## src/rtl/seg7_pkg.sv

```systemverilog
// Shared constants for the 7-segment scan receiver: active-low segment patterns
// for hex digits 0..F, the all-off pattern, and the capture FSM state type.
package seg7_pkg;

  localparam logic [6:0] SEG_PAT [16] = '{
    7'h40, 7'h79, 7'h24, 7'h30, 7'h19, 7'h12, 7'h02, 7'h78,
    7'h00, 7'h10, 7'h08, 7'h03, 7'h46, 7'h21, 7'h06, 7'h0E
  };

  localparam logic [6:0] SEG_BLANK = 7'h7F;

  typedef enum logic [1:0] {
    ST_IDLE   = 2'd0,
    ST_SETTLE = 2'd1,
    ST_HELD   = 2'd2
  } state_t;

endpackage

```

## src/rtl/seg7_pat_decode.sv

```systemverilog
// Combinational decode of one active-low 7-segment pattern into a hex nibble,
// with flags for the all-off pattern and for patterns outside the table.
module seg7_pat_decode
  import seg7_pkg::*;
(
  input  logic [6:0] pat,
  output logic [3:0] nibble,
  output logic       blank,
  output logic       err
);

  // Table lookup; blank and unknown patterns both report nibble 0
  always_comb begin
    nibble = 4'h0;
    blank  = 1'b0;
    err    = 1'b0;
    case (pat)
      SEG_PAT[0]:  nibble = 4'h0;
      SEG_PAT[1]:  nibble = 4'h1;
      SEG_PAT[2]:  nibble = 4'h2;
      SEG_PAT[3]:  nibble = 4'h3;
      SEG_PAT[4]:  nibble = 4'h4;
      SEG_PAT[5]:  nibble = 4'h5;
      SEG_PAT[6]:  nibble = 4'h6;
      SEG_PAT[7]:  nibble = 4'h7;
      SEG_PAT[8]:  nibble = 4'h8;
      SEG_PAT[9]:  nibble = 4'h9;
      SEG_PAT[10]: nibble = 4'hA;
      SEG_PAT[11]: nibble = 4'hB;
      SEG_PAT[12]: nibble = 4'hC;
      SEG_PAT[13]: nibble = 4'hD;
      SEG_PAT[14]: nibble = 4'hE;
      SEG_PAT[15]: nibble = 4'hF;
      SEG_BLANK:   blank  = 1'b1;
      default:     err    = 1'b1;
    endcase
  end

endmodule

```

## src/rtl/seg7_scan_rx.sv

```systemverilog
// Recovers the digits shown on a multiplexed, active-low 7-segment display:
// synchronizes the lines, debounces each digit dwell and assembles full frames.
module seg7_scan_rx
  import seg7_pkg::*;
#(
  parameter int NDIG   = 8,
  parameter int STABLE = 16
) (
  input  logic              clk,
  input  logic              rst_n,
  input  logic [6:0]        seg_i,
  input  logic [NDIG-1:0]   an_i,
  output logic [4*NDIG-1:0] digits_o,
  output logic [NDIG-1:0]   blank_o,
  output logic [NDIG-1:0]   err_o,
  output logic              frame_valid_o,
  input  logic              frame_ready_i,
  output logic              overrun_o
);

  localparam int         IW       = (NDIG > 1) ? $clog2(NDIG) : 1;
  localparam logic [7:0] CNT_LAST = 8'(STABLE - 1);

  logic [6:0]        seg_s1_r, seg_s2_r;
  logic [NDIG-1:0]   an_s1_r, an_s2_r;
  logic [IW:0]       low_cnt_s;
  logic [IW-1:0]     sel_idx_s;
  logic              sel_valid_s;
  logic              match_s;

  state_t            state_r, state_n_s;
  logic [7:0]        cnt_r, cnt_n_s;
  logic [IW-1:0]     ref_dig_r, ref_dig_n_s;
  logic [6:0]        ref_seg_r, ref_seg_n_s;
  logic              cap_s;

  logic [3:0]        dec_nib_s;
  logic              dec_blank_s, dec_err_s;

  logic [4*NDIG-1:0] sh_dig_r, sh_dig_n_s;
  logic [NDIG-1:0]   sh_blank_r, sh_blank_n_s;
  logic [NDIG-1:0]   sh_err_r, sh_err_n_s;
  logic [NDIG-1:0]   seen_r, seen_n_s;
  logic              complete_s;

  logic [4*NDIG-1:0] digits_r;
  logic [NDIG-1:0]   blank_r, err_r;
  logic              valid_r, overrun_r;

  // Two-flop synchronizer; idle level is all-ones (nothing lit, nothing enabled)
  always_ff @(posedge clk or negedge rst_n) begin
    if (!rst_n) begin
      seg_s1_r <= '1;
      seg_s2_r <= '1;
      an_s1_r  <= '1;
      an_s2_r  <= '1;
    end else begin
      seg_s1_r <= seg_i;
      seg_s2_r <= seg_s1_r;
      an_s1_r  <= an_i;
      an_s2_r  <= an_s1_r;
    end
  end

  // A digit is selected only when exactly one enable is low
  always_comb begin
    low_cnt_s = '0;
    sel_idx_s = '0;
    for (int i = NDIG - 1; i >= 0; i--) begin
      low_cnt_s = low_cnt_s + {{IW{1'b0}}, ~an_s2_r[i]};
      sel_idx_s = an_s2_r[i] ? sel_idx_s : IW'(i);
    end
  end

  assign sel_valid_s = (low_cnt_s == {{IW{1'b0}}, 1'b1});
  assign match_s     = sel_valid_s && (sel_idx_s == ref_dig_r) && (seg_s2_r == ref_seg_r);

  // Dwell filter: capture once after STABLE identical samples
  always_comb begin
    state_n_s   = state_r;
    cnt_n_s     = cnt_r;
    ref_dig_n_s = ref_dig_r;
    ref_seg_n_s = ref_seg_r;
    cap_s       = 1'b0;
    case (state_r)
      ST_IDLE: begin
        if (sel_valid_s) begin
          state_n_s   = ST_SETTLE;
          cnt_n_s     = 8'd1;
          ref_dig_n_s = sel_idx_s;
          ref_seg_n_s = seg_s2_r;
        end else begin
          cnt_n_s = 8'd0;
        end
      end
      ST_SETTLE: begin
        if (!sel_valid_s) begin
          state_n_s = ST_IDLE;
          cnt_n_s   = 8'd0;
        end else if (match_s) begin
          cnt_n_s = cnt_r + 8'd1;
          if (cnt_r == CNT_LAST) begin
            state_n_s = ST_HELD;
            cap_s     = 1'b1;
          end else begin
            state_n_s = ST_SETTLE;
          end
        end else begin
          cnt_n_s     = 8'd1;
          ref_dig_n_s = sel_idx_s;
          ref_seg_n_s = seg_s2_r;
        end
      end
      ST_HELD: begin
        if (!sel_valid_s) begin
          state_n_s = ST_IDLE;
          cnt_n_s   = 8'd0;
        end else if (!match_s) begin
          state_n_s   = ST_SETTLE;
          cnt_n_s     = 8'd1;
          ref_dig_n_s = sel_idx_s;
          ref_seg_n_s = seg_s2_r;
        end else begin
          state_n_s = ST_HELD;
        end
      end
      default: begin
        state_n_s = ST_IDLE;
        cnt_n_s   = 8'd0;
      end
    endcase
  end

  // Filter state registers
  always_ff @(posedge clk or negedge rst_n) begin
    if (!rst_n) begin
      state_r   <= ST_IDLE;
      cnt_r     <= 8'd0;
      ref_dig_r <= '0;
      ref_seg_r <= '1;
    end else begin
      state_r   <= state_n_s;
      cnt_r     <= cnt_n_s;
      ref_dig_r <= ref_dig_n_s;
      ref_seg_r <= ref_seg_n_s;
    end
  end

  // On capture the sample equals the reference, so the reference is decoded
  seg7_pat_decode u_dec (
    .pat    (ref_seg_r),
    .nibble (dec_nib_s),
    .blank  (dec_blank_s),
    .err    (dec_err_s)
  );

  // Shadow update; a frame completes in the cycle its last seen bit would be set
  always_comb begin
    sh_dig_n_s   = sh_dig_r;
    sh_blank_n_s = sh_blank_r;
    sh_err_n_s   = sh_err_r;
    seen_n_s     = seen_r;
    for (int k = 0; k < NDIG; k++) begin
      sh_dig_n_s[4*k +: 4] = (cap_s && (ref_dig_r == IW'(k))) ? dec_nib_s   : sh_dig_r[4*k +: 4];
      sh_blank_n_s[k]      = (cap_s && (ref_dig_r == IW'(k))) ? dec_blank_s : sh_blank_r[k];
      sh_err_n_s[k]        = (cap_s && (ref_dig_r == IW'(k))) ? dec_err_s   : sh_err_r[k];
      seen_n_s[k]          = (cap_s && (ref_dig_r == IW'(k))) ? 1'b1        : seen_r[k];
    end
    complete_s = &seen_n_s;
  end

  // Shadow registers and seen bits
  always_ff @(posedge clk or negedge rst_n) begin
    if (!rst_n) begin
      sh_dig_r   <= '0;
      sh_blank_r <= '0;
      sh_err_r   <= '0;
      seen_r     <= '0;
    end else begin
      sh_dig_r   <= sh_dig_n_s;
      sh_blank_r <= sh_blank_n_s;
      sh_err_r   <= sh_err_n_s;
      seen_r     <= complete_s ? '0 : seen_n_s;
    end
  end

  // Output frame: load when empty or being accepted, otherwise drop and flag overrun
  always_ff @(posedge clk or negedge rst_n) begin
    if (!rst_n) begin
      digits_r  <= '0;
      blank_r   <= '0;
      err_r     <= '0;
      valid_r   <= 1'b0;
      overrun_r <= 1'b0;
    end else begin
      overrun_r <= 1'b0;
      if (complete_s) begin
        if (!valid_r || frame_ready_i) begin
          digits_r <= sh_dig_n_s;
          blank_r  <= sh_blank_n_s;
          err_r    <= sh_err_n_s;
          valid_r  <= 1'b1;
        end else begin
          overrun_r <= 1'b1;
        end
      end else if (valid_r && frame_ready_i) begin
        valid_r <= 1'b0;
      end else begin
        valid_r <= valid_r;
      end
    end
  end

  assign digits_o      = digits_r;
  assign blank_o       = blank_r;
  assign err_o         = err_r;
  assign frame_valid_o = valid_r;
  assign overrun_o     = overrun_r;

endmodule

```

## config.mk

```make
export PLATFORM = sky130hd
export DESIGN_NAME = seg7_scan_rx
export DESIGN_NICKNAME = d
export VERILOG_FILES = /design/src/rtl/seg7_pkg.sv /design/src/rtl/seg7_pat_decode.sv /design/src/rtl/seg7_scan_rx.sv
export SDC_FILE = /design/constraint.sdc
export NUM_CORES = 1
export LEC_CHECK = 0
export ABC_AREA = 1
export BUFFER_PORTS_ARGS = -buffer_cell sky130_fd_sc_hd__buf_2
export CORE_ASPECT_RATIO = 1.25
export CORE_MARGIN = 2
export CORE_UTILIZATION = 38
export CTS_CLUSTER_DIAMETER = 40
export DETAILED_ROUTE_END_ITERATION = 10
export GPL_TIMING_DRIVEN = 0
export PLACE_DENSITY = 0.65
export RECOVER_POWER = 25
export SLEW_MARGIN = 5
export SYNTH_ARGS = -nofsm -noshare
export SYNTH_HDL_FRONTEND = slang
export SYNTH_SLANG_ARGS = --single-unit
```

## constraint.sdc

```tcl
create_clock -name clk -period 5.3 [get_ports clk]
set_input_delay 1.06 -clock clk [delete_from_list [all_inputs] [get_ports clk]]
set_output_delay 1.06 -clock clk [all_outputs]
set_load 0.005 [all_outputs]
```

; ---- Word level (Yosys, flattened, before mapping)
; Index checks and enable logic that the tools add are counted.
[totals]
rom_bits = 0
n_memories = 0
latchBits = 0
output_inout_bits = 50
input_bits = 18
ff_bits = 156
mem_bits_rw = 0
[op_classes]
n_addsub = 8
magnitude_cmp = 0
shift = 0
n_reduce_logical = 25
bitwise = 8
mux = 74
mul = 0
eq_ne = 35
div_mod_pow = 0
[ops]
columns = operator, n
row1 = one-hot mux 4 bit (15 select lines), 1
row2 = 2-to-1 mux 8 bit, 5
row3 = 2-to-1 mux 1 bit, 36
row4 = "equality test 7 bit, second input constant", 5
row5 = 2-to-1 mux 3 bit, 11
row6 = 2-to-1 mux 4 bit, 8
row7 = one-hot mux 8 bit (3 select lines), 1
row8 = "equality test 7 x 5 -> 1 bit, second input constant", 3
row9 = "equality test 7 x 6 -> 1 bit, second input constant", 3
row10 = 2-to-1 mux 7 bit, 3
row11 = OR reduction 17 bit, 1
row12 = adder 4 x 1 -> 4 bit, 4
row13 = "equality test 7 x 2 -> 1 bit, second input constant", 2
row14 = "equality test 7 x 4 -> 1 bit, second input constant", 2
row15 = one-hot mux 7 bit (2 select lines), 1
row16 = "equality test 3 bit, second input constant", 4
row17 = 2-to-1 mux 2 bit, 6
row18 = logical AND 1 bit, 11
row19 = AND reduction 9 bit, 1
row20 = "adder 8 x 1 -> 8 bit, second input constant", 1
row21 = "equality test 8 x 4 -> 1 bit, second input constant", 1
row22 = NOT 1 bit, 8
row23 = AND reduction 8 bit, 1
row24 = "equality test 7 x 3 -> 1 bit, second input constant", 1
row25 = other kinds (24), 30

; ---- Longest topological paths before layout
[depth]
ltp_word = 19
depth_mapped = 23

; ---- By module
; Synthesis repeated with hierarchy kept, for this count alone.
[unflattened]
hier_cells = 731
hier_area_um2 = 6741.5
[by_module_without_submodules]
columns = module, seq_area_each_um2, n_inst, cells_each, area_each_um2
row1 = seg7_scan_rx, 3950.0, 1, 654, 6387.4
row2 = seg7_pat_decode, 0.0, 1, 77, 354.1

; ---- Worst setup path before layout
; No wires, ideal clock.
[synth_path]
path_type = register to register
from = reg an_s2_r[7]
to = reg digits_r[20] (netlist: digits_o[20])
setup_ns = 0.117
t_arrival_ns = 4.208
stages_incl_launch_ff = 24
t_required_ns = 5.183
slack_ns = 0.975
path_cell_list = dfstp_2 -> fa_1 -> inv_1 -> fa_1 -> fa_1 -> ha_1 -> inv_1 -> fa_1 -> nand2_1 -> inv_1 -> o21ai_1 -> a21oi_2 -> nand2_1 -> nor2_4 -> buf_6 -> nand4_1 -> nand2_1 -> nand2_1 -> nor2_4 -> nand3_1 -> buf_2 -> buf_6 -> nand2_1 -> nand2_1
[synth_via]
elab_chain_len = 17
word_cells_on_any_way = 41
classes_between = add/sub: 7 / eq/ne: 2 / mux: 20 / bitwise: 1 / reduce/logical: 11
[synth_rtl]
columns = item, line
row1 = from (decl), seg7_scan_rx.sv:25  ; logic [NDIG-1:0] an_s1_r, an_s2_r;
row2 = from (signal assigned), seg7_scan_rx.sv:61  ; an_s2_r <= an_s1_r;
row3 = NOT 1 bit or 2-to-1 mux 3 bit (tied branches), "seg7_scan_rx.sv:70, seg7_scan_rx.sv:71"
row4 = adder 1 x 1 -> 2 bit or 2-to-1 mux 3 bit (tied branches), "seg7_scan_rx.sv:70, seg7_scan_rx.sv:71"
row5 = adder 2 x 1 -> 3 bit or 2-to-1 mux 3 bit (tied branches), "seg7_scan_rx.sv:70, seg7_scan_rx.sv:71"
row6 = adder 3 x 1 -> 4 bit or 2-to-1 mux 3 bit (tied branches), "seg7_scan_rx.sv:70, seg7_scan_rx.sv:71"
row7 = adder 4 x 1 -> 4 bit or 2-to-1 mux 3 bit (tied branches) (4 in a row), "seg7_scan_rx.sv:70, seg7_scan_rx.sv:71"
row8 = equality test 4 x 1 -> 1 bit or equality test 3 bit (tied branches), "seg7_scan_rx.sv:75, seg7_scan_rx.sv:76"
row9 = logical AND 1 bit (2 in a row), seg7_scan_rx.sv:76  ; assign match_s = sel_valid_s && (sel_idx_s == ref_dig_r) && (seg_s2_r == ref_seg_r);
row10 = 2-to-1 mux 1 bit, seg7_scan_rx.sv:100  ; end else if (match_s) begin
row11 = 2-to-1 mux 1 bit *, seg7_scan_rx.sv:97  ; if (!sel_valid_s) begin
row12 = 2-to-1 mux 1 bit *, seg7_scan_rx.sv:85  ; case (state_r)
row13 = logical AND 1 bit (on tied branches), "seg7_scan_rx.sv:167, seg7_scan_rx.sv:164"
row14 = 2-to-1 mux 1 bit, seg7_scan_rx.sv:167  ; seen_n_s[k] = (cap_s && (ref_dig_r == IW'(k))) ? 1'b1 : seen_r[k];
row15 = AND reduction 9 bit (no source line), n/a
row16 = to (signal assigned), seg7_scan_rx.sv:199  ; digits_r <= sh_dig_n_s;
row17 = to (decl), seg7_scan_rx.sv:46  ; logic [4*NDIG-1:0] digits_r;
; Every way passes the cells marked *; elsewhere a longest branch is shown, timed or not.
; A chain may end at the register's enable or synchronous reset.

; ---- Worst setup path after layout
[layout_path]
from = reg an_s2_r[4]
to = reg digits_r[25] (netlist: digits_o[25])
[layout_via]
elab_chain_len = 15
word_cells_on_any_way = 36
classes_between = add/sub: 5 / eq/ne: 2 / mux: 17 / bitwise: 1 / reduce/logical: 11
[layout_rtl]
columns = item, line
row1 = NOT 1 bit, seg7_scan_rx.sv:70  ; low_cnt_s = low_cnt_s + {{IW{1'b0}}, ~an_s2_r[i]};
row2 = adder 3 x 1 -> 4 bit, seg7_scan_rx.sv:70
row3 = adder 4 x 1 -> 4 bit (4 in a row), seg7_scan_rx.sv:70
row4 = equality test 4 x 1 -> 1 bit, seg7_scan_rx.sv:75  ; assign sel_valid_s = (low_cnt_s == {{IW{1'b0}}, 1'b1});
row5 = logical AND 1 bit (2 in a row), seg7_scan_rx.sv:76
row6 = 2-to-1 mux 1 bit, seg7_scan_rx.sv:100
row7 = 2-to-1 mux 1 bit *, seg7_scan_rx.sv:97
row8 = 2-to-1 mux 1 bit *, seg7_scan_rx.sv:85
row9 = logical AND 1 bit (on tied branches), "seg7_scan_rx.sv:167, seg7_scan_rx.sv:164"
row10 = 2-to-1 mux 1 bit, seg7_scan_rx.sv:167
row11 = AND reduction 9 bit (no source line), n/a
; Marks and branches as above.

==> impl_metrics.csv <==
group,metric,value,unit
status,status,"finished, violations left",
status,violations,"max-capacitance violations, max-slew violations",
global_route,grt_overflow,0,
sta,fin_crit,5.048,ns
die,coreArea,0.01736,mm^2
finish,drive_above_1_share,19.13,%
finish,area_delta_synth_final,19.00,%
clocking,tritoncts,"built",
sta,rsz0062_at_grt,"no",
worst_setup_path,critPathLaunchType,"register",
place,post-place-ws,0.2790,ns
sta,worst_slew_pin_slew,3.932,ns
synthesis,synth_ff_type,"dfrtp_1",
routing,dr.pass1.iters,5,
sta,fmax,198.1,MHz
power,pwr_density_cell,383.9,mW/mm^2
synthesis,async_reset_ff_share,100.0,%
sta,layout_setup_ws,0.2517,ns
synthesis,ys_seq_area_share,58.91,%
die,die_area,0.01873,mm^2
die,start_util,38.62,%
synthesis,synth_edf_count,0,
power,finalPower,3063,uW
synthesis,synth_cells,726,
power,vdd_ir_drop_max,0.2212,mV
clocking,cts_sinks,156,
routing,vias,5058,
sta,setup_viol_count_final,0,
synthesis,netlist_area,0.006705,mm^2
worst_setup_path,crit_arrival,5.41,ns
clocking,htree_num_levels,4,
finish,fillCellCount,1686,
synthesis,ys_ff_latch,156,
synthesis,synthTopCellsByCount,"232 x nand2_1, 119 x dfrtp_1, 69 x nand4_1, 59 x inv_1, 53 x o21ai_0",
run,cap_viol_max_count,1,
die,die_x,122.8,um
finish,fin_cells,1050,
synthesis,synth_cell_type_count,30,
synthesis,yosysTopAreaCell,"dfrtp_1",
die,rows,54,
clocking,clock_path_buffers,2,
power,leakage,0.004102,uW
routing,drt_iter0_drc,264,
synthesis,synth.net_count,759,
routing,drc_errors,0,
synthesis,yosys_warnings,0,
worst_hold_path,hold_class,"register to register",
place,dp_cells,1019,
routing,vias_per_cell,4.817,
routing,wire_per_inst,14.05,um
place,routabilityCongestion,0.8209,
die,chipHeight,152.5,um
synthesis,synth.area.top_cells,"dfrtp_1 44%, dfstp_2 14%, nand2_1 13%",
routing,routed_wl,14750,um
finish,fin_nets,848,
synthesis,synth_most_common_cell,"nand2_1",
clocking,postCtsHoldBufs,0,
finish,antenna_cells,0,
worst_setup_path,worstPathRequired,5.66,ns
sta,finalSetupTns,0,ns
global_route,grtUsageTotal,17.15,%
global_route,grt_max_degree,85,
global_route,grt_pass1_vias,5190,
sta,clock_skew,0.007237,ns
clocking,cts_buffers,17,
synthesis,avgSynthCellArea,9.236,um^2
sta,slew_violations,73,
clocking,cts_resized,0,
sta,finalHoldViolCount,0,
worst_setup_path,cp_max_fo,10,
clocking,clk_latency,0.43,ns
sta,fin_crit_sh,95.25,%
routing,postRouteAntennaNets,0,
worst_setup_path,crit_type,"register to register",
synthesis,synth.top_cell.area_share,44.41,%
global_route,grt_pass1_wl,25520,um
global_route,antenna_found_initial,0,
die,ios,68,
clocking,cts-root-buf,"clkbuf_16",
sta,slew_headroom,-162.1,%
place,dp_hpwl,10280,um
clocking,clkTransAtPathRegs,0.06,ns
worst_setup_path,worstSetupEndpointType,"register",
place,io_buffers,67,
-- stage by stage --
stage | hold WS [ns] | util (%) | cell area [um^2]
final | 0.3546 | 45.95 | 7979
after floorplan | 0.3452 | - | 6705
after global routing | 0.3592 | 45.95 | 7979
after global placement | 0.3465 | 42.16 | 7321
after detailed placement | 0.3472 | 42.46 | 7372
after CTS | 0.3560 | 45.97 | 7983
-- critical path: stages, from the launching register on --
cell and delay (ns):
dfstp_2 0.56, fa_1 0.41, inv_1 0.08, fa_1 0.44
fa_1 0.50, ha_1 0.17, inv_1 0.06, fa_1 0.48
nand2_1 0.05, inv_1 0.04, o21ai_1 0.06, a21oi_2 0.28
nand3_1 0.20, nor2_4 0.23, nand4_1 0.28, nand2_1 0.14
nand2_1 0.08, nor2_2 0.17, buf_4 0.22, buf_2 0.24
nand4_1 0.16, nand2_1 0.11
-- cells by family (layout without fill, tap and decap cells) --
group / after synthesis / after routing / synth area share [%]
adders and majority gates: 15 / 15 / 3.247
AOI/OAI and AO/OA: 76 / 76 / 5.971
xor gates and xnor gates: 9 / 9 / 1.176
buffers and inverters: 94 / 194 / 5.952
and+or+nand+nor: 376 / 376 / 24.74
DFF: 156 / 156 / 58.91
-- timing repair --
action,in CTS,in global routing
endpoints found under the setup margin,0,14
hold endpoints to repair,0,0
buffers inserted,0,1
-- power by group --
part	switching [uW]	total (uW)	internal, uW
Combinational	310	446	136
Sequential	64.7	1340	1270
Clock	483	1280	794
-- layout by cell type, fill, tap and decap left out, drive strengths merged --
cell / netlist / layout
o21ai: 55 / 55
and3: 1 / 1
nand3: 17 / 17
inv: 60 / 61
xor2: 5 / 5
fa: 4 / 4
nor3: 14 / 14
nand4: 69 / 69
bufinv: 0 / 4
buf: 16 / 85
dfstp: 37 / 37
nor3b: 1 / 1
dfrtp: 119 / 119
clkbuf: 18 / 38
xnor2: 4 / 4
o211ai: 1 / 1
ha: 11 / 11
o31ai: 1 / 1
clkinvlp: 0 / 2
o32ai: 2 / 2
nor2: 40 / 40
a21oi: 14 / 14
o22ai: 3 / 3
clkinv: 0 / 4
nand2: 232 / 232
nor4: 2 / 2
-- routing by layer --
| layer | vias to the layer above | track usage [%] | part of all wire, % |
|---|---|---|---|
| li1 | 2559 | - | - |
| met1 | 2382 | 21.74 | 44 |
| met2 | 94 | 28.10 | 50 |
| met3 | 23 | 3.855 | 3.9 |
| met4 | 0 | 7.006 | 2.4 |
| met5 | - | 0 | 0 |
-- path summary, 6_finish.rpt --
path	startpoint	endpoint	slack, ns	cells past startpoint
max	an_s2_r[4]	digits_o[25]	0.25	21
min	an_s1_r[3]	an_s2_r[3]	0.35	0
max reg2reg	an_s2_r[4]	digits_o[25]	0.25	21
min reg2reg	an_s1_r[3]	an_s2_r[3]	0.35	0
max in group asynchronous	rst_n	sh_blank_r[7]	1.10	1
min in group asynchronous	rst_n	digits_o[15]	2.00	1
-- sequential cells by signal, indices dropped and copies added (netlist names) --
register       cells
err_o              8
digits_o          32
ref_dig_r          3
seen_r             8
overrun_o          1
state_r            2
sh_blank_r         8
an_s1_r            8
an_s2_r            8
seg_s2_r           7
sh_dig_r          32
blank_o            8
frame_valid_o      1
ref_seg_r          7
sh_err_r           8
seg_s1_r           7
cnt_r              8
-- layout make-up --
cell class / count / area [um^2] / share of cell area (%)
buffer: 34 / 173.9 / 2.180
tap: 224 / 280.3 / 3.513
inverter: 60 / 225.2 / 2.823
clock buffer: 19 / 442.9 / 5.551
sequential: 156 / 3950 / 49.51
timing repair buffer: 70 / 376.6 / 4.720
multi-input combinational: 476 / 2362 / 29.61
clock inverter: 11 / 167.7 / 2.101
Power figures use the tool's default switching activity.
